## config.mk

```make
export PLATFORM = sky130hd
export DESIGN_NAME = axi_lite_mbox_array
export DESIGN_NICKNAME = d
export VERILOG_FILES = /design/src/rtl/axi_lite_mbox_array_pkg.sv /design/src/rtl/axi_lite_mbox_array_chan.sv /design/src/rtl/axi_lite_mbox_array.sv
export SDC_FILE = /design/constraint.sdc
export NUM_CORES = 1
export LEC_CHECK = 0
export CAP_MARGIN = 5
export CORE_MARGIN = 2
export CORE_UTILIZATION = 40
export DETAILED_ROUTE_END_ITERATION = 12
export PLACE_DENSITY = 0.63
export SETUP_SLACK_MARGIN = 0.2
export SYNTH_ARGS = -nofsm -noshare
export SYNTH_HDL_FRONTEND = slang
export SYNTH_SLANG_ARGS = --single-unit
```

## constraint.sdc

```tcl
create_clock -name clk_i -period 10.2 [get_ports clk_i]
set_input_delay 1.02 -clock clk_i [delete_from_list [all_inputs] [get_ports clk_i]]
set_output_delay 1.02 -clock clk_i [all_outputs]
set_load 0.01 [all_outputs]
```

## src/rtl/axi_lite_mbox_array_pkg.sv

```systemverilog
// Shared definitions for the AXI-Lite mailbox array: register map, bit indices, FSM and config types.
// Also provides the default AXI-Lite request/response structs used when the top's type parameters are left alone.
package axi_lite_mbox_array_pkg;

  localparam int unsigned ChanStride = 32'h20;

  localparam logic [4:0] OFF_DATA     = 5'h00;
  localparam logic [4:0] OFF_STATUS   = 5'h04;
  localparam logic [4:0] OFF_THRESH   = 5'h08;
  localparam logic [4:0] OFF_IRQ_EN   = 5'h0C;
  localparam logic [4:0] OFF_IRQ_STAT = 5'h10;
  localparam logic [4:0] OFF_CTRL     = 5'h14;
  localparam logic [4:0] OFF_OVF_CNT  = 5'h18;

  localparam int STAT_EMPTY  = 0;
  localparam int STAT_FULL   = 1;
  localparam int STAT_LVL_LO = 8;

  localparam int IRQ_THRESH = 0;
  localparam int IRQ_OVF    = 1;
  localparam int IRQ_UDF    = 2;

  localparam logic [1:0] RESP_OKAY   = 2'b00;
  localparam logic [1:0] RESP_SLVERR = 2'b10;

  typedef enum logic [1:0] {IDLE, WRESP, RRESP} fsm_state_e;

  // sticky[0] is overflow, sticky[1] is underflow
  typedef struct packed {
    logic [7:0] thresh;
    logic [2:0] irq_en;
    logic [1:0] sticky;
  } chan_cfg_t;

  typedef struct packed {
    logic [31:0] aw_addr;
    logic        aw_valid;
    logic [31:0] w_data;
    logic [3:0]  w_strb;
    logic        w_valid;
    logic        b_ready;
    logic [31:0] ar_addr;
    logic        ar_valid;
    logic        r_ready;
  } axi_lite_req_t;

  typedef struct packed {
    logic        aw_ready;
    logic        w_ready;
    logic [1:0]  b_resp;
    logic        b_valid;
    logic        ar_ready;
    logic [31:0] r_data;
    logic [1:0]  r_resp;
    logic        r_valid;
  } axi_lite_resp_t;

endpackage

```

## src/rtl/axi_lite_mbox_array_chan.sv

```systemverilog
// One mailbox channel: word FIFO, THRESH/IRQ_EN/sticky registers and the registered IRQ.
// With MBOX_OVF_CNT_EN defined it also keeps an 8-bit saturating overflow-drop counter.
module axi_lite_mbox_array_chan
  import axi_lite_mbox_array_pkg::*;
#(
  parameter int unsigned Depth = 8
) (
  input  logic        clk_i,
  input  logic        rst_ni,
  input  logic        i_push,
  input  logic        i_pop,
  input  logic        i_flush,
  input  logic        i_threshWe,
  input  logic        i_irqEnWe,
  input  logic        i_w1cWe,
`ifdef MBOX_OVF_CNT_EN
  input  logic        i_ovfClr,
  output logic [7:0]  o_ovfCnt,
`endif
  input  logic [31:0] i_wdata,
  output logic [31:0] o_rdata,
  output logic [31:0] o_status,
  output logic [7:0]  o_thresh,
  output logic [2:0]  o_irqEn,
  output logic [2:0]  o_irqStat,
  output logic        o_irq
);

  localparam int unsigned PtrW = $clog2(Depth);
  localparam int unsigned CntW = PtrW + 1;

  logic [31:0]     r_mem [Depth];
  logic [PtrW-1:0] r_wrPtr;
  logic [PtrW-1:0] r_rdPtr;
  logic [CntW-1:0] r_count;
  chan_cfg_t       r_cfg;
  logic            r_irq;

  logic       w_full;
  logic       w_empty;
  logic       w_above;
  logic [7:0] w_level;
  logic [1:0] w_stickySet;
  logic [1:0] w_stickyClr;
  logic [2:0] w_irqStat;

  assign w_full  = (r_count == CntW'(Depth));
  assign w_empty = (r_count == '0);
  assign w_level = (32'(r_count) > 32'd255) ? 8'hFF : 8'(r_count);
  assign w_above = (32'(r_count) > 32'(r_cfg.thresh));

  assign w_stickySet = {i_pop && w_empty, i_push && w_full};
  assign w_stickyClr = i_w1cWe ? i_wdata[IRQ_UDF:IRQ_OVF] : 2'b00;

  always_comb begin
    w_irqStat             = '0;
    w_irqStat[IRQ_THRESH] = w_above;
    w_irqStat[IRQ_OVF]    = r_cfg.sticky[0];
    w_irqStat[IRQ_UDF]    = r_cfg.sticky[1];
    o_status                     = '0;
    o_status[STAT_EMPTY]         = w_empty;
    o_status[STAT_FULL]          = w_full;
    o_status[STAT_LVL_LO +: 8]   = w_level;
  end

  assign o_rdata   = r_mem[r_rdPtr];
  assign o_thresh  = r_cfg.thresh;
  assign o_irqEn   = r_cfg.irq_en;
  assign o_irqStat = w_irqStat;
  assign o_irq     = r_irq;

  // Storage needs no reset: the pointers and count define what is valid.
  always_ff @(posedge clk_i) begin
    if (i_push && !w_full) begin
      r_mem[r_wrPtr] <= i_wdata;
    end
  end

  always_ff @(posedge clk_i or negedge rst_ni) begin
    if (!rst_ni) begin
      r_wrPtr <= '0;
      r_rdPtr <= '0;
      r_count <= '0;
    end else if (i_flush) begin
      r_wrPtr <= '0;
      r_rdPtr <= '0;
      r_count <= '0;
    end else if (i_push && !w_full) begin
      r_wrPtr <= r_wrPtr + 1'b1;
      r_count <= r_count + 1'b1;
    end else if (i_pop && !w_empty) begin
      r_rdPtr <= r_rdPtr + 1'b1;
      r_count <= r_count - 1'b1;
    end
  end

  // Sticky set wins over a simultaneous W1C; flush leaves the sticky bits alone.
  always_ff @(posedge clk_i or negedge rst_ni) begin
    if (!rst_ni) begin
      r_cfg <= '0;
      r_irq <= 1'b0;
    end else begin
      if (i_threshWe) r_cfg.thresh <= i_wdata[7:0];
      if (i_irqEnWe)  r_cfg.irq_en <= i_wdata[2:0];
      r_cfg.sticky <= (r_cfg.sticky & ~w_stickyClr) | w_stickySet;
      r_irq        <= |(w_irqStat & r_cfg.irq_en);
    end
  end

`ifdef MBOX_OVF_CNT_EN
  logic [7:0] r_ovfCnt;

  always_ff @(posedge clk_i or negedge rst_ni) begin
    if (!rst_ni) begin
      r_ovfCnt <= '0;
    end else if (i_ovfClr) begin
      r_ovfCnt <= '0;
    end else if (i_push && w_full && (r_ovfCnt != 8'hFF)) begin
      r_ovfCnt <= r_ovfCnt + 8'd1;
    end
  end

  assign o_ovfCnt = r_ovfCnt;
`endif

endmodule

```

## src/rtl/axi_lite_mbox_array.sv

```systemverilog
// N-channel AXI4-Lite mailbox: address decode, single-outstanding handshake FSM and response muxing.
// Optional feature macro: MBOX_OVF_CNT_EN adds a per-channel overflow counter at offset 0x18.
module axi_lite_mbox_array
  import axi_lite_mbox_array_pkg::*;
#(
  parameter int unsigned          NumChannels = 4,
  parameter int unsigned          Depth       = 8,
  parameter int unsigned          AddrWidth   = 32,
  parameter int unsigned          DataWidth   = 32,
  parameter logic [AddrWidth-1:0] BaseAddr    = 32'h1040_5000,
  parameter type                  req_lite_t  = axi_lite_req_t,
  parameter type                  resp_lite_t = axi_lite_resp_t
) (
  input  logic                   clk_i,
  input  logic                   rst_ni,
  input  req_lite_t              slv_req_i,
  output resp_lite_t             slv_resp_o,
  output logic [NumChannels-1:0] irq_o
);

  if (DataWidth != 32) begin : g_dataWidthCheck
    $fatal(1, "axi_lite_mbox_array: DataWidth must be 32");
  end

  fsm_state_e r_state;
  fsm_state_e w_stateNext;
  logic       r_prio;
  logic [1:0] r_bResp;
  logic [1:0] r_rResp;
  logic [31:0] r_rData;

  logic w_grantW;
  logic w_grantR;
  logic w_wrReq;

  logic [AddrWidth-1:0] w_addr;
  logic [AddrWidth-1:0] w_off;
  logic                 w_inWin;
  logic [3:0]           w_chan;
  logic [4:0]           w_reg;

  logic [NumChannels-1:0] w_sel;
  logic [NumChannels-1:0] w_push;
  logic [NumChannels-1:0] w_pop;
  logic [NumChannels-1:0] w_flush;
  logic [NumChannels-1:0] w_threshWe;
  logic [NumChannels-1:0] w_irqEnWe;
  logic [NumChannels-1:0] w_w1cWe;

  logic [31:0] w_chRdata   [NumChannels];
  logic [31:0] w_chStatus  [NumChannels];
  logic [7:0]  w_chThresh  [NumChannels];
  logic [2:0]  w_chIrqEn   [NumChannels];
  logic [2:0]  w_chIrqStat [NumChannels];

  logic [31:0] w_selHead;
  logic [31:0] w_selStatus;
  logic [7:0]  w_selThresh;
  logic [2:0]  w_selIrqEn;
  logic [2:0]  w_selIrqStat;
  logic [7:0]  w_selOvfCnt;
  logic        w_err;
  logic [31:0] w_rdata;

`ifdef MBOX_OVF_CNT_EN
  logic [NumChannels-1:0] w_ovfClr;
  logic [7:0]             w_chOvfCnt [NumChannels];
`endif

  always_ff @(posedge clk_i or negedge rst_ni) begin
    if (!rst_ni) r_state <= IDLE;
    else         r_state <= w_stateNext;
  end

  // r_prio=0 lets a write win a same-cycle collision, 1 lets the read win.
  always_comb begin
    w_stateNext = r_state;
    w_grantW    = 1'b0;
    w_grantR    = 1'b0;
    w_wrReq     = slv_req_i.aw_valid && slv_req_i.w_valid;
    unique case (r_state)
      IDLE: begin
        w_grantW = w_wrReq && (!slv_req_i.ar_valid || !r_prio);
        w_grantR = slv_req_i.ar_valid && (!w_wrReq || r_prio);
        if (w_grantW)      w_stateNext = WRESP;
        else if (w_grantR) w_stateNext = RRESP;
      end
      WRESP: if (slv_req_i.b_ready) w_stateNext = IDLE;
      RRESP: if (slv_req_i.r_ready) w_stateNext = IDLE;
      default: w_stateNext = IDLE;
    endcase
  end

  always_comb begin
    slv_resp_o          = '0;
    slv_resp_o.aw_ready = w_grantW;
    slv_resp_o.w_ready  = w_grantW;
    slv_resp_o.ar_ready = w_grantR;
    slv_resp_o.b_valid  = (r_state == WRESP);
    slv_resp_o.b_resp   = r_bResp;
    slv_resp_o.r_valid  = (r_state == RRESP);
    slv_resp_o.r_resp   = r_rResp;
    slv_resp_o.r_data   = r_rData;
  end

  assign w_addr  = w_grantW ? slv_req_i.aw_addr : slv_req_i.ar_addr;
  assign w_off   = w_addr - BaseAddr;
  assign w_inWin = (w_addr >= BaseAddr) &&
                   (w_off < AddrWidth'(NumChannels * ChanStride));
  assign w_chan  = w_off[8:5];
  assign w_reg   = {w_off[4:2], 2'b00};

  always_comb begin
    w_sel        = '0;
    w_push       = '0;
    w_pop        = '0;
    w_flush      = '0;
    w_threshWe   = '0;
    w_irqEnWe    = '0;
    w_w1cWe      = '0;
    w_selHead    = '0;
    w_selStatus  = '0;
    w_selThresh  = '0;
    w_selIrqEn   = '0;
    w_selIrqStat = '0;
    w_selOvfCnt  = '0;
`ifdef MBOX_OVF_CNT_EN
    w_ovfClr     = '0;
`endif
    for (int c = 0; c < NumChannels; c++) begin
      w_sel[c] = w_inWin && (w_chan == 4'(c));
      if (w_sel[c]) begin
        w_selHead    = w_chRdata[c];
        w_selStatus  = w_chStatus[c];
        w_selThresh  = w_chThresh[c];
        w_selIrqEn   = w_chIrqEn[c];
        w_selIrqStat = w_chIrqStat[c];
`ifdef MBOX_OVF_CNT_EN
        w_selOvfCnt  = w_chOvfCnt[c];
`endif
      end
      w_push[c]     = w_grantW && w_sel[c] && (w_reg == OFF_DATA) && (slv_req_i.w_strb == 4'hF);
      w_pop[c]      = w_grantR && w_sel[c] && (w_reg == OFF_DATA);
      w_flush[c]    = w_grantW && w_sel[c] && (w_reg == OFF_CTRL) && slv_req_i.w_data[0];
      w_threshWe[c] = w_grantW && w_sel[c] && (w_reg == OFF_THRESH);
      w_irqEnWe[c]  = w_grantW && w_sel[c] && (w_reg == OFF_IRQ_EN);
      w_w1cWe[c]    = w_grantW && w_sel[c] && (w_reg == OFF_IRQ_STAT);
`ifdef MBOX_OVF_CNT_EN
      w_ovfClr[c]   = w_grantW && w_sel[c] && (w_reg == OFF_OVF_CNT);
`endif
    end
  end

  // Errors only arise from the window check and from DATA accesses.
  always_comb begin
    w_err   = 1'b0;
    w_rdata = '0;
    if (!w_inWin) begin
      w_err = 1'b1;
    end else if (w_reg == OFF_DATA) begin
      if (w_grantW) begin
        w_err = (slv_req_i.w_strb != 4'hF) || w_selStatus[STAT_FULL];
      end else begin
        w_err   = w_selStatus[STAT_EMPTY];
        w_rdata = w_selStatus[STAT_EMPTY] ? 32'h0 : w_selHead;
      end
    end else begin
      case (w_reg)
        OFF_STATUS:   w_rdata = w_selStatus;
        OFF_THRESH:   w_rdata = {24'h0, w_selThresh};
        OFF_IRQ_EN:   w_rdata = {29'h0, w_selIrqEn};
        OFF_IRQ_STAT: w_rdata = {29'h0, w_selIrqStat};
        OFF_OVF_CNT:  w_rdata = {24'h0, w_selOvfCnt};
        default:      w_rdata = '0;
      endcase
    end
  end

  always_ff @(posedge clk_i or negedge rst_ni) begin
    if (!rst_ni) begin
      r_prio  <= 1'b0;
      r_bResp <= RESP_OKAY;
      r_rResp <= RESP_OKAY;
      r_rData <= '0;
    end else begin
      if (w_grantW || w_grantR) r_prio <= ~r_prio;
      if (w_grantW) r_bResp <= w_err ? RESP_SLVERR : RESP_OKAY;
      if (w_grantR) begin
        r_rResp <= w_err ? RESP_SLVERR : RESP_OKAY;
        r_rData <= w_rdata;
      end
    end
  end

  for (genvar c = 0; c < NumChannels; c++) begin : g_chan
    axi_lite_mbox_array_chan #(
      .Depth(Depth)
    ) u_chan (
      .clk_i      (clk_i),
      .rst_ni     (rst_ni),
      .i_push     (w_push[c]),
      .i_pop      (w_pop[c]),
      .i_flush    (w_flush[c]),
      .i_threshWe (w_threshWe[c]),
      .i_irqEnWe  (w_irqEnWe[c]),
      .i_w1cWe    (w_w1cWe[c]),
`ifdef MBOX_OVF_CNT_EN
      .i_ovfClr   (w_ovfClr[c]),
      .o_ovfCnt   (w_chOvfCnt[c]),
`endif
      .i_wdata    (slv_req_i.w_data),
      .o_rdata    (w_chRdata[c]),
      .o_status   (w_chStatus[c]),
      .o_thresh   (w_chThresh[c]),
      .o_irqEn    (w_chIrqEn[c]),
      .o_irqStat  (w_chIrqStat[c]),
      .o_irq      (irq_o[c])
    );
  end

endmodule

```

### After elaboration in Yosys (flattened, before gate mapping)

Memories as Yosys holds them, arrays and structs flattened.
Index checks and enable logic that the tools add are counted.

| word-level totals | value |
|---|---|
| memories kept | 4 |
| memory bits (writable) | 1024 |
| register bits after elaboration | 135 |
| output and inout bits | 45 |
| logic and storage cells | 288 |

| cells by class | value |
|---|---|
| equal/unequal tests | 23 |
| mux-type cells | 81 |
| magnitude comparators | 6 |
| add/sub/neg operators | 17 |
| bitwise gates (word level) | 17 |
| reduce and logical (&&, ||, !) cells | 107 |

Memory list:

| memory | words | bits a word | rd ports | clocked after memory_dff | wr ports | RTL line | source |
|---|---|---|---|---|---|---|---|
| g_chan[0].u_chan.r_mem | 8 | 32 | 1 | 0 | 1 | axi_lite_mbox_array_chan.sv:32 | `logic [31:0] r_mem [Depth];` |
| g_chan[1].u_chan.r_mem | 8 | 32 | 1 | 0 | 1 | axi_lite_mbox_array_chan.sv:32 |  |
| g_chan[2].u_chan.r_mem | 8 | 32 | 1 | 0 | 1 | axi_lite_mbox_array_chan.sv:32 |  |
| g_chan[3].u_chan.r_mem | 8 | 32 | 1 | 0 | 1 | axi_lite_mbox_array_chan.sv:32 |  |

Operator list:

| kind | count |
|---|---|
| two-way mux 32 bit | 12 |
| one-hot mux 32 bit (4 select lines) | 1 |
| two-way mux 3 bit | 28 |
| logical AND 1 bit | 64 |
| two-way mux 4 bit | 12 |
| greater-or-equal comparator 32 x 29 -> 1 bit (second input constant) | 1 |
| > comparator 4 x 8 -> 1 bit | 4 |
| less-than comparator 32 x 8 -> 1 bit (second input constant) | 1 |
| two-way mux 8 bit | 4 |
| subtractor 32 x 29 -> 32 bit (second input constant) | 1 |
| adder 3 x 1 -> 3 bit (second input constant) | 8 |
| == test 4 bit (second input constant) | 5 |
| logical NOT 4 bit | 5 |
| two-way mux 2 bit | 9 |
| adder 4 x 1 -> 4 bit (second input constant) | 4 |
| nonzero test 2 bit | 8 |
| subtractor 4 x 1 -> 4 bit (second input constant) | 4 |
| two-way mux 1 bit | 13 |
| AND 3 bit | 4 |
| two-way mux 12 bit | 1 |
| nonzero test 3 bit | 4 |
| OR reduction 3 bit | 4 |
| logical NOT 1 bit | 11 |
| AND 2 bit | 4 |
| other kinds (20) | 39 |

### Depth between registers and ports, before layout

Gate-level depths: netlist of run 1.

| depth | value |
|---|---|
| depth in word-level cells | 18 |
| depth in mapped cells | 18 |
| depth with buffers taken out | 16 |

### Cells and area by module

A second synthesis of run 1 with hierarchy kept.

| second synthesis, totals | value |
|---|---|
| cell total of the unflattened synthesis | 2816 |
| area, all modules | 50046.7 um2 |

Modules (own cells, without submodules):

| module | instances | area each (um2) | cells an instance | seq. area each (um2) |
|---|---|---|---|---|
| axi_lite_mbox_array_chan (g_chan[2].u_chan) | 1 | 11259.5 | 531 | 8287.9 |
| axi_lite_mbox_array_chan (g_chan[3].u_chan) | 1 | 11255.8 | 531 | 8287.9 |
| axi_lite_mbox_array_chan (g_chan[0].u_chan) | 1 | 11172.0 | 531 | 8287.9 |
| axi_lite_mbox_array_chan (g_chan[1].u_chan) | 1 | 11170.7 | 531 | 8287.9 |
| axi_lite_mbox_array | 1 | 5188.7 | 692 | 925.9 |

### Least setup slack after synthesis of run 1

No wires, ideal clock.

| timing path | value |
|---|---|
| path kind | input -> register |
| start point | input slv_req_i[23] (netlist bit) |
| end point | memory g_chan[0].u_chan.r_mem[4][0], enable pin |
| path buffers | 0 |
| library setup time | 0.513 ns |
| stages | 9 |
| path slack | 3.340 ns |
| arrival | 6.347 ns |
| required time | 9.687 ns |
| cell sequence | or3b_1 or4b_1 o32a_1 o21a_2 nor3_4 o211ai_4 nor2_1 nand2_1 nor4b_1 |

| between the ends | value |
|---|---|
| cells in the longest elaborated chain, start to end | 11 |
| elaborated cells on any way between the ends | 12 |
| those cells by class | add/sub: 1; order compare: 2; mux: 3; reduce/logical: 6 |

RTL lines:

| element | RTL line | source |
|---|---|---|
| start: declaration | axi_lite_mbox_array.sv:16 | `input req_lite_t slv_req_i,` |
| two-way mux 32 bit * | axi_lite_mbox_array.sv:106 | `assign w_addr = w_grantW ? slv_req_i.aw_addr : slv_req_i.ar_addr;` |
| subtractor 32 x 29 -> 32 bit | axi_lite_mbox_array.sv:107 | `assign w_off = w_addr - BaseAddr;` |
| less-than comparator 32 x 8 -> 1 bit | axi_lite_mbox_array.sv:109 | `(w_off < AddrWidth'(NumChannels * ChanStride));` |
| logical AND 1 bit * | axi_lite_mbox_array.sv:108 | `assign w_inWin = (w_addr >= BaseAddr) &&` |
| logical AND 1 bit * | axi_lite_mbox_array.sv:131 | `w_sel[c] = w_inWin && (w_chan == 4'(c));` |
| logical AND 1 bit * (3 in series) | axi_lite_mbox_array.sv:142 | `w_push[c] = w_grantW && w_sel[c] && (w_reg == OFF_DATA) && (slv_req_i.w_strb == 4'hF);` |
| logical AND 1 bit * | axi_lite_mbox_array_chan.sv:74 | `if (i_push && !w_full) begin` |
| two-way mux 1 bit * | axi_lite_mbox_array_chan.sv:74 |  |
| two-way mux 1 bit (not written as such) * | axi_lite_mbox_array_chan.sv:75 | `r_mem[r_wrPtr] <= i_wdata;` |
| end: declaration | axi_lite_mbox_array_chan.sv:32 |  |

Mark *: on every way between the ends. The rest lies on a longest branch, timed or not.

### Worst setup path after layout of run 1

| timing path | value |
|---|---|
| start point | input slv_req_i[72] (netlist bit) |
| end point | memory g_chan[2].u_chan.r_mem[7][3], enable pin |

| between the ends | value |
|---|---|
| cells in the longest elaborated chain, start to end | 14 |
| elaborated cells on any way between the ends | 17 |
| those cells by class | add/sub: 1; order compare: 2; eq/ne: 1; mux: 4; reduce/logical: 9 |

RTL lines:

| element | RTL line | source |
|---|---|---|
| logical AND 1 bit * | axi_lite_mbox_array.sv:80 | `w_wrReq = slv_req_i.aw_valid && slv_req_i.w_valid;` |
| logical AND 1 bit * | axi_lite_mbox_array.sv:83 | `w_grantW = w_wrReq && (!slv_req_i.ar_valid \|\| !r_prio);` |
| two-way mux 1 bit * | axi_lite_mbox_array.sv:81 | `unique case (r_state)` |
| two-way mux 32 bit | axi_lite_mbox_array.sv:106 |  |
| subtractor 32 x 29 -> 32 bit | axi_lite_mbox_array.sv:107 |  |
| less-than comparator 32 x 8 -> 1 bit | axi_lite_mbox_array.sv:109 |  |
| logical AND 1 bit | axi_lite_mbox_array.sv:108 |  |
| logical AND 1 bit | axi_lite_mbox_array.sv:131 |  |
| logical AND 1 bit | axi_lite_mbox_array.sv:142 |  |
| logical AND 1 bit * (2 in series) | axi_lite_mbox_array.sv:142 |  |
| logical AND 1 bit * | axi_lite_mbox_array_chan.sv:74 |  |
| two-way mux 1 bit * | axi_lite_mbox_array_chan.sv:74 |  |
| two-way mux 1 bit (not written as such) * | axi_lite_mbox_array_chan.sv:75 |  |
| end: declaration | axi_lite_mbox_array_chan.sv:32 |  |

Marks and branches as above.

==> summary.txt, run 1 <==
Status
  – Status: finished clean

Timing
  – Tcrit/Tclk final: 0.552
  – Slew @ Worst Pin: 1.30 ns
  – RSZ-0062 raised after global routing: no
  – TNS Setup: 0 ns
  – Final Critical Period: 5.63 ns
  – Max Clock Freq: 178 MHz
  – Final Max Slew Viols: 0
  – Final Hold Fails: 0
  – Final setup vio count: 0
  – Max transition margin: 0.133
  – Worst Skew: 0.0472 ns

Logic synthesis
  – Seq cells post-synth: 1157
  – Ys async rst share: 0.115
  – Synth Instances: 2493
  – Register area share after synthesis: 0.722
  – Post-synth EDFFs: 1024
  – Avg Inst Size Synth: 18.9 µm²
  – Top FF cell, synth: edfxtp_1
  – Synth unique cells: 89
  – Synth Cell Area: 47200 µm²
  – Synth warnings: 0

Routing
  – Routed len/inst: 26.2 µm
  – DRT antenna net count: 0
  – Via density: 5.72
  – Vias: 24628
  – Iteration-0 DRC Markers: 2022
  – DRC viols: 0
  – TritonRoute pass-1 iters: 7
  – Routed WL: 113000 µm

Power
  – Power Dens Cells: 177 nW/µm²
  – P_sw: 0.00201 W
  – Pwr Total: 0.00964 W
  – LEAKAGE: 17.2 nW
  – VDD IR max: 0.000137 V
  – Sequential share of power: 0.536
  – Switch share: 0.208
  – Logic gate share of total power: 0.035
  – Clk network pwr share: 0.429
  – Int Pwr: 0.00763 W

Placed design
  – # port buffers: 145
  – Post-DP HPWL: 67300 µm
  – Routability congestion estimate from global placement: 0.900

Worst setup path
  – CP Data Required Time: 10.47 ns
  – Crit path launch type: input pin
  – Crit-path cells: clkdlybuf4s50_1 -> and4bb_1 -> nand2_4 -> mux2_2 -> o21ai_1 -> buf_4 -> nor2_1 -> o2111ai_1 -> nand2b_1 -> inv_1 -> nand2_1 -> nor2_4
  – Crit Path Max Fanout: 32
  – WS Path Type: in2reg
  – Top Family by Delay on Critical Path: simple AND/OR/NAND/NOR gates
  – Critical path buffers and inverters: 3
  – Worst EP arrival: 5.90 ns
  – Crit path largest cell delay: 1.01 ns
  – Crit. End Element: flip-flop
  – Slowest-stage cell, CP: nor2_4
  – Worst R2R Setup Slack: 4.96 ns

Clock network
  – Root buf cell: clkbuf_16
  – Num CTS Buffers: 113
  – Reg clk slew, reported paths: 0.07 ns
  – Post_cts resized: 0
  – Clk Latency, worst-skew pair: 0.69 ns
  – H-tree Lvls: 3
  – CTS Buffer Depth: 3
  – Post-CTS Setup Bufs: 0
  – TritonCTS clock tree: done
  – CTS Hold Bufs: 0
  – Clk sinks: 1157

Global route
  – Vias in the first global route: 25691
  – Largest net degree at the start of global routing: 75
  – GRT Total Usage: 0.186
  – Global-route wire length before repair: 168000 µm
  – Initial antenna violation count: 1
  – Gr ovfl total: 0

Hold path
  – HP Class: in2async

Floorplanning
  – Ports: 152
  – DIE AREA: 121000 µm²
  – DIE WIDTH: 347 µm
  – Cell Rows: 125
  – Initial Utilization: 0.405
  – Area of the core: 117000 µm²
  – Die H: 347 µm

Layout
  – Area Overhead vs Synth: 15.4%
  – Seq. cell area: 34100 µm²
  – # diodes: 0
  – Fin nets: 2832
  – Multi-input combinational cell area: 12600 µm²
  – Ratio of cells with drive above 1 in the final layout: 0.234
  – Layout fillers: 9610

Job
  – Max Cap Viol: 0
-- through the flow --
step                instance area [µm²]  worst slack, ns  std cells   util  hold slack (ns)
finish                            54400             4.57       4307  0.467            0.371
global route                      54400             4.29       4307  0.467            0.418
CTS                               54400             4.62       4305  0.467            0.371
detailed placement                50700             3.92       4096  0.435            0.499
global placement                  50700             4.02       4096  0.435            0.479
floorplan                         47200             3.34       2494      -            0.455
-- power groups by stage --
stage	Sequential [W]	Clock [W]	Combinational, W
floorplan	0.00527	0	0.000122
global placement	0.00527	0	0.000331
detailed placement	0.00527	0	0.000338
CTS	0.00517	0.00421	0.000339
global route	0.00517	0.00439	0.000361
finish	0.00517	0.00413	0.000338
-- synthesized netlist by cell type, types with 5 or more instances --
cell type  instances  area, µm²
edfxtp_1        1024      30700
mux4_2           258       5810
nand2_1          112        420
nor3_1            26        130
nor2b_1           36        225
o22ai_1           31        194
o31ai_1           15        113
a22o_1            12        105
dfrtp_1          133       3330
o21a_1             8       60.1
nand3_1           26        130
ha_1              32        400
nor3b_1           10       75.1
mux2i_1           88        881
nor4b_1            9       78.8
buf_4              9       67.6
a22oi_1           12       90.1
o21ai_0           66        330
buf_1             28        105
a211oi_1          31        233
a21oi_1           52        260
nor2_1            67        251
a31oi_1            7       43.8
clkbuf_1          72        270
nand2b_1          11       68.8
o211ai_1          29        218
buf_6              5       56.3
xnor2_1            5       43.8
o2111ai_1          9       78.8
buf_2             21        105
mux2_2            68        766
inv_1             34        128
mux2_4             8        120
or3_1              6       37.5
a21o_1             8       60.1
nand4_1           10       62.6
nor4_1            13       81.3
o221ai_1          12        105
-- area by class of cell --
type                            instances  share of cell area
Clock buffer                          141              0.0552
Inverter                               36             0.00248
Clock inverter                         68              0.0128
Tap cell                             1524              0.0350
Multi-Input combinational cell       1166               0.231
Timing Repair Buffer                  215              0.0370
Sequential cell                      1157               0.627
-- worst paths after layout --
path,start,cells past startpoint,endpoint
setup / recovery,slv_req_i[72],12,g_chan[2].u_chan.r_mem[7][3]
hold / removal,rst_ni,1,g_chan[1].u_chan.r_rdPtr[2]
setup reg to reg,r_state[0],11,g_chan[2].u_chan.r_mem[7][3]
hold reg to reg,r_state[0],1,r_state[1]
max in group asynchronous,rst_ni,2,g_chan[2].u_chan.r_rdPtr[0]
min in group clk_i,r_state[0],1,r_state[1]
-- logic make-up after synthesis --
family	count (synthesis)	synth area share
DFF	1157	0.722
muxes	425	0.162
and+or+nand+nor	365	0.0407
AOI/OAI and AO/OA	329	0.0475
buffers and inverters	171	0.0157
adders and majority gates	36	0.0102
xor gates and xnor gates	9	0.00167
other	1	0.0000795
-- metal layers --
layer,vias to the layer above,track usage,share of wire
met3,205,0.0219,0.041
met2,705,0.321,0.51
met1,13111,0.246,0.42
met5,-,0,0
li1,10607,-,-
met4,0,0.0640,0.032
-- cell usage in the layout, fill, tap and decap left out, types with 31 or more instances in the layout --
| cell type | n |
|---|---|
| edfxtp_1 | 1024 |
| mux4_2 | 258 |
| clkdlybuf4s50_1 | 143 |
| dfrtp_1 | 121 |
| clkbuf_16 | 113 |
| nand2_1 | 112 |
| mux2i_1 | 86 |
| mux2_2 | 68 |
| buf_4 | 68 |
| o21ai_0 | 66 |
| nor2_1 | 60 |
| a21oi_1 | 52 |
| nor2b_1 | 36 |
| inv_1 | 34 |
| ha_1 | 32 |
| a211oi_1 | 31 |
| o22ai_1 | 31 |
-- state kept, by name (all words and copies together) (netlist names) --
signal                   flops
g_chan.u_chan.o_irq          4
g_chan.u_chan.o_irqEn       12
g_chan.u_chan.o_irqStat      8
g_chan.u_chan.o_thresh      32
g_chan.u_chan.r_count       16
g_chan.u_chan.r_mem       1024
g_chan.u_chan.r_rdPtr       12
g_chan.u_chan.r_wrPtr       12
r_bResp                      1
r_prio                       1
r_rData                     32
r_rResp                      1
r_state                      2
Note: power is estimated with default switching activity, not from simulation.
==> inputs of run 2 (changes only) <==
--- a/config.mk
+++ b/config.mk
@@ -9,7 +9,7 @@
 export CORE_MARGIN = 2
 export CORE_UTILIZATION = 40
 export DETAILED_ROUTE_END_ITERATION = 12
-export PLACE_DENSITY = 0.63
+export PLACE_DENSITY = 0.65
 export SETUP_SLACK_MARGIN = 0.2
 export SYNTH_ARGS = -nofsm -noshare
 export SYNTH_HDL_FRONTEND = slang
==> constraint.sdc (replaced) <==
create_clock -name clk_i -period 4.5 [get_ports clk_i]
set_input_delay 0.45 -clock clk_i [delete_from_list [all_inputs] [get_ports clk_i]]
set_output_delay 0.45 -clock clk_i [all_outputs]
set_load 0.01 [all_outputs]
==> run 2 against run 1 <==
Clock power grew 130%. Clock skew down 0.0011 ns. Sequential power rose by 130%. Hold slack better by 0.020 ns. Non-clock buffer count up 55. Power rose by 130%. Global-route usage is 0.96 points higher. Core utilization grew 0.90 points. Critical path depth grew 4. Register-to-register slack worse by 4.4 ns. Sequential share of layout area down 1.2 points. Combinational power increased by 130%. Critical path type is now reg2reg. Largest cell class unchanged. Largest power group unchanged. Highest routed layer unchanged.
==> summary.txt, run 2 (same netlist as run 1, synthesis figures left out) <==
Timing
  – Hold slack: 0.391 ns (was 0.371 ns)
  – Final Max Slew Viols: 0 (unchanged)
  – Max transition margin: 0.108 (was 0.133)
  – Tcrit/Tclk final: 0.872
  – RSZ-0062 raised after global routing: no (unchanged)
  – Max Clock Freq: 255 MHz
  – Final Critical Period: 3.93 ns
  – Worst Skew: 0.0461 ns (was 0.0472 ns)
  – Final Hold Fails: 0 (unchanged)
  – Slew @ Worst Pin: 1.33 ns (was 1.30 ns)
  – Final setup vio count: 0 (unchanged)

Clock network
  – Clk Latency, worst-skew pair: 0.71 ns (was 0.69 ns)
  – Reg clk slew, reported paths: 0.06 ns (was 0.07 ns)
  – Clk sinks: 1157 (unchanged)
  – CTS Hold Bufs: 1 (was 0)
  – CTS Buffer Depth: 3 (unchanged)
  – Num CTS Buffers: 111 (was 113)
  – H-tree Lvls: 3 (unchanged)
  – Root buf cell: clkbuf_16 (unchanged)
  – Post_cts resized: 0 (unchanged)
  – TritonCTS clock tree: done (unchanged)
  – Post-CTS Setup Bufs: 0 (unchanged)

Layout
  – Post-layout util: 0.476 (was 0.467)
  – Seq. cell area: 34100 µm² (unchanged)
  – Final Cell Area: 55500 µm² (was 54400 µm²)
  – Multi-input combinational cell area: 12700 µm² (was 12600 µm²)
  – Fin nets: 2885 (was 2832)
  – Max reg flops: 1024 (unchanged)
  – Commonest cells after routing, fill and taps aside: edfxtp_1, mux4_2, clkdlybuf4s50_1 (unchanged)
  – # diodes: 0 (unchanged)
  – Area Overhead vs Synth: 17.6% (was 15.4%)
  – Layout fillers: 9539 (was 9610)
  – Reg with most FFs: g_chan.u_chan.r_mem (unchanged)
  – Commonest non-fill, non-tap cell in the layout: edfxtp_1 (unchanged)
  – Final std cells w/o fill: 4362 (was 4307)
  – Ratio of cells with drive above 1 in the final layout: 0.247 (was 0.234)

Worst setup path
  – Crit. End Element: flip-flop (unchanged)
  – Critical path buffers and inverters: 1 (was 3)
  – CP Data Required Time: 5.09 ns (was 10.47 ns)
  – WS Path Type: reg2reg (was in2reg)
  – R2r startpoint: r_state[0] (unchanged)
  – Crit path largest cell delay: 0.42 ns (was 1.01 ns)
  – Critical Path Start: r_state[0] (was slv_req_i[72])
  – Top Family by Delay on Critical Path: compound AO/OA/AOI/OAI gates (was simple AND/OR/NAND/NOR gates)
  – Slowest-stage cell, CP: or3_1 (was nor2_4)
  – Crit-path cells: and4bb_1 -> buf_4 -> a21boi_1 -> a22oi_1 -> or3_1 -> a21oi_2 -> o211ai_4 -> nor2_1 -> nand2_1 -> ha_1 -> a21o_1 -> a21oi_1 -> mux2_2 -> nor2_1 -> o21ai_0 -> o21ai_0 (was clkdlybuf4s50_1 -> and4bb_1 -> nand2_4 -> mux2_2 -> o21ai_1 -> buf_4 -> nor2_1 -> o2111ai_1 -> nand2b_1 -> inv_1 -> nand2_1 -> nor2_4)
  – Crit Path Max Fanout: 6 (was 32)
  – Worst EP arrival: 4.52 ns (was 5.90 ns)
  – Crit path launch type: flip-flop (was input pin)

Placed design
  – Routability congestion estimate from global placement: 0.912 (was 0.900)
  – Post-DP HPWL: 73500 µm (was 67300 µm)
  – Placed cell count: 4152 (was 4096)
  – # port buffers: 145 (unchanged)
  – Cell Area, Placed: 51700 µm² (was 50700 µm²)

Routing
  – Via density: 5.78 (was 5.72)
  – Met1 wire length: 49500 µm (was 47400 µm)
  – DRT antenna net count: 0 (unchanged)
  – DRC viols: 0 (unchanged)
  – Routed len/inst: 27.2 µm (was 26.2 µm)
  – Met2 wire len: 58100 µm (was 57100 µm)
  – Top Layer Used: met4 (unchanged)
  – Iteration-0 DRC Markers: 2604 (was 2022)
  – Vias: 25212 (was 24628)
  – TritonRoute pass-1 iters: 6 (was 7)
  – Metal3 WL: 7120 µm (was 4620 µm)
  – Routed WL: 118000 µm (was 113000 µm)

Floorplanning
  – Initial Utilization: 0.405 (unchanged)
  – Area of the core: 117000 µm² (unchanged)
  – DIE WIDTH: 347 µm (unchanged)
  – Cell Rows: 125 (unchanged)
  – Ports: 152 (unchanged)
  – DIE AREA: 121000 µm² (unchanged)
  – Die H: 347 µm (unchanged)

Job
  – Max Cap Viol: 0 (unchanged)

Global route
  – Vias in the first global route: 26027 (was 25691)
  – Initial antenna violation count: 0 (was 1)
  – Largest net degree at the start of global routing: 83 (was 75)
  – Global-route wire length before repair: 176000 µm (was 168000 µm)
  – Gr ovfl total: 0 (unchanged)
  – GRT Total Usage: 0.196 (was 0.186)

Hold path
  – Worst Min Path Start: slv_req_i[34]
  – HP Class: in2reg (was in2async)

Power
  – Power Dens Cells: 398 nW/µm² (was 177 nW/µm²)
  – VDD IR max: 0.000314 V (was 0.000137 V)
  – LEAKAGE: 17.5 nW (was 17.2 nW)
  – Pwr Total: 0.0221 W (was 0.00964 W)

Status
  – Status: finished clean (unchanged)
## run 2: cell count changes in the layout (fill, tap and decap cells not counted), sizes merged
| cell | delta |
|---|---|
| buf | +53 |
| dlygate4sd3 | +1 |
| clkbuf | +5 |
| clkinvlp | +5 |
| inv | -2 |
| bufinv | +1 |
| clkdlybuf4s50 | +1 |
| clkinv | -9 |
## run 2: worst register-to-register path: stages, from the launching register on
cell and delay [ns]:
dfrtp_1 0.41, and4bb_1 0.31, buf_4 0.19, a21boi_1 0.16, a22oi_1 0.14, or3_1 0.42, a21oi_2 0.36, o211ai_4 0.24
nor2_1 0.20, nand2_1 0.14, ha_1 0.32, a21o_1 0.18, a21oi_1 0.15, mux2_2 0.37, nor2_1 0.09, o21ai_0 0.08
o21ai_0 0.09
## run 2: power breakdown
group / internal (W) / switching [W]
Combinational: 0.000231 / 0.000561
Clock: 0.00546 / 0.00410
Sequential: 0.0117 / 0.0000152
Total: 0.0174 / 0.00467
## run 2: metal layers
metal	track usage	vias up
li1	-	10717
met1	0.267	13409
met2	0.325	897
met3	0.0294	189
met4	0.0631	0
met5	0	-
## run 2: final cells by class
| cell class | instances | share of cell area |
|---|---|---|
| timing repair buffer | 270 | 0.0515 |
| sequential | 1157 | 0.615 |
| clock inverter | 63 | 0.0135 |
| tap | 1524 | 0.0344 |
| multi-input combinational | 1166 | 0.229 |
| inverter | 36 | 0.00244 |
| clock buffer | 146 | 0.0545 |
## run 2: worst paths after layout
check | to | slack (ns) | cells past startpoint
setup / recovery | g_chan[0].u_chan.r_count[3] | 0.57 | 16
hold reg to reg | r_state[1] | 0.50 | 1
hold / removal | r_state[0] | 0.39 | 2
min in group asynchronous | g_chan[2].u_chan.o_irqStat[1] | 0.42 | 2
max in group asynchronous | g_chan[3].u_chan.r_rdPtr[0] | 3.18 | 3
setup reg to reg | g_chan[0].u_chan.r_count[3] | 0.57 | 16
## run 2: through the flow
stage          setup WS (ns)  TNS [ns]
6_report               0.574         0
4_1_cts                0.594         0
5_1_grt                0.279         0
3_3_place_gp           0.129         0
2_1_floorplan         -0.835   -168.29
3_5_place_dp           0.110         0
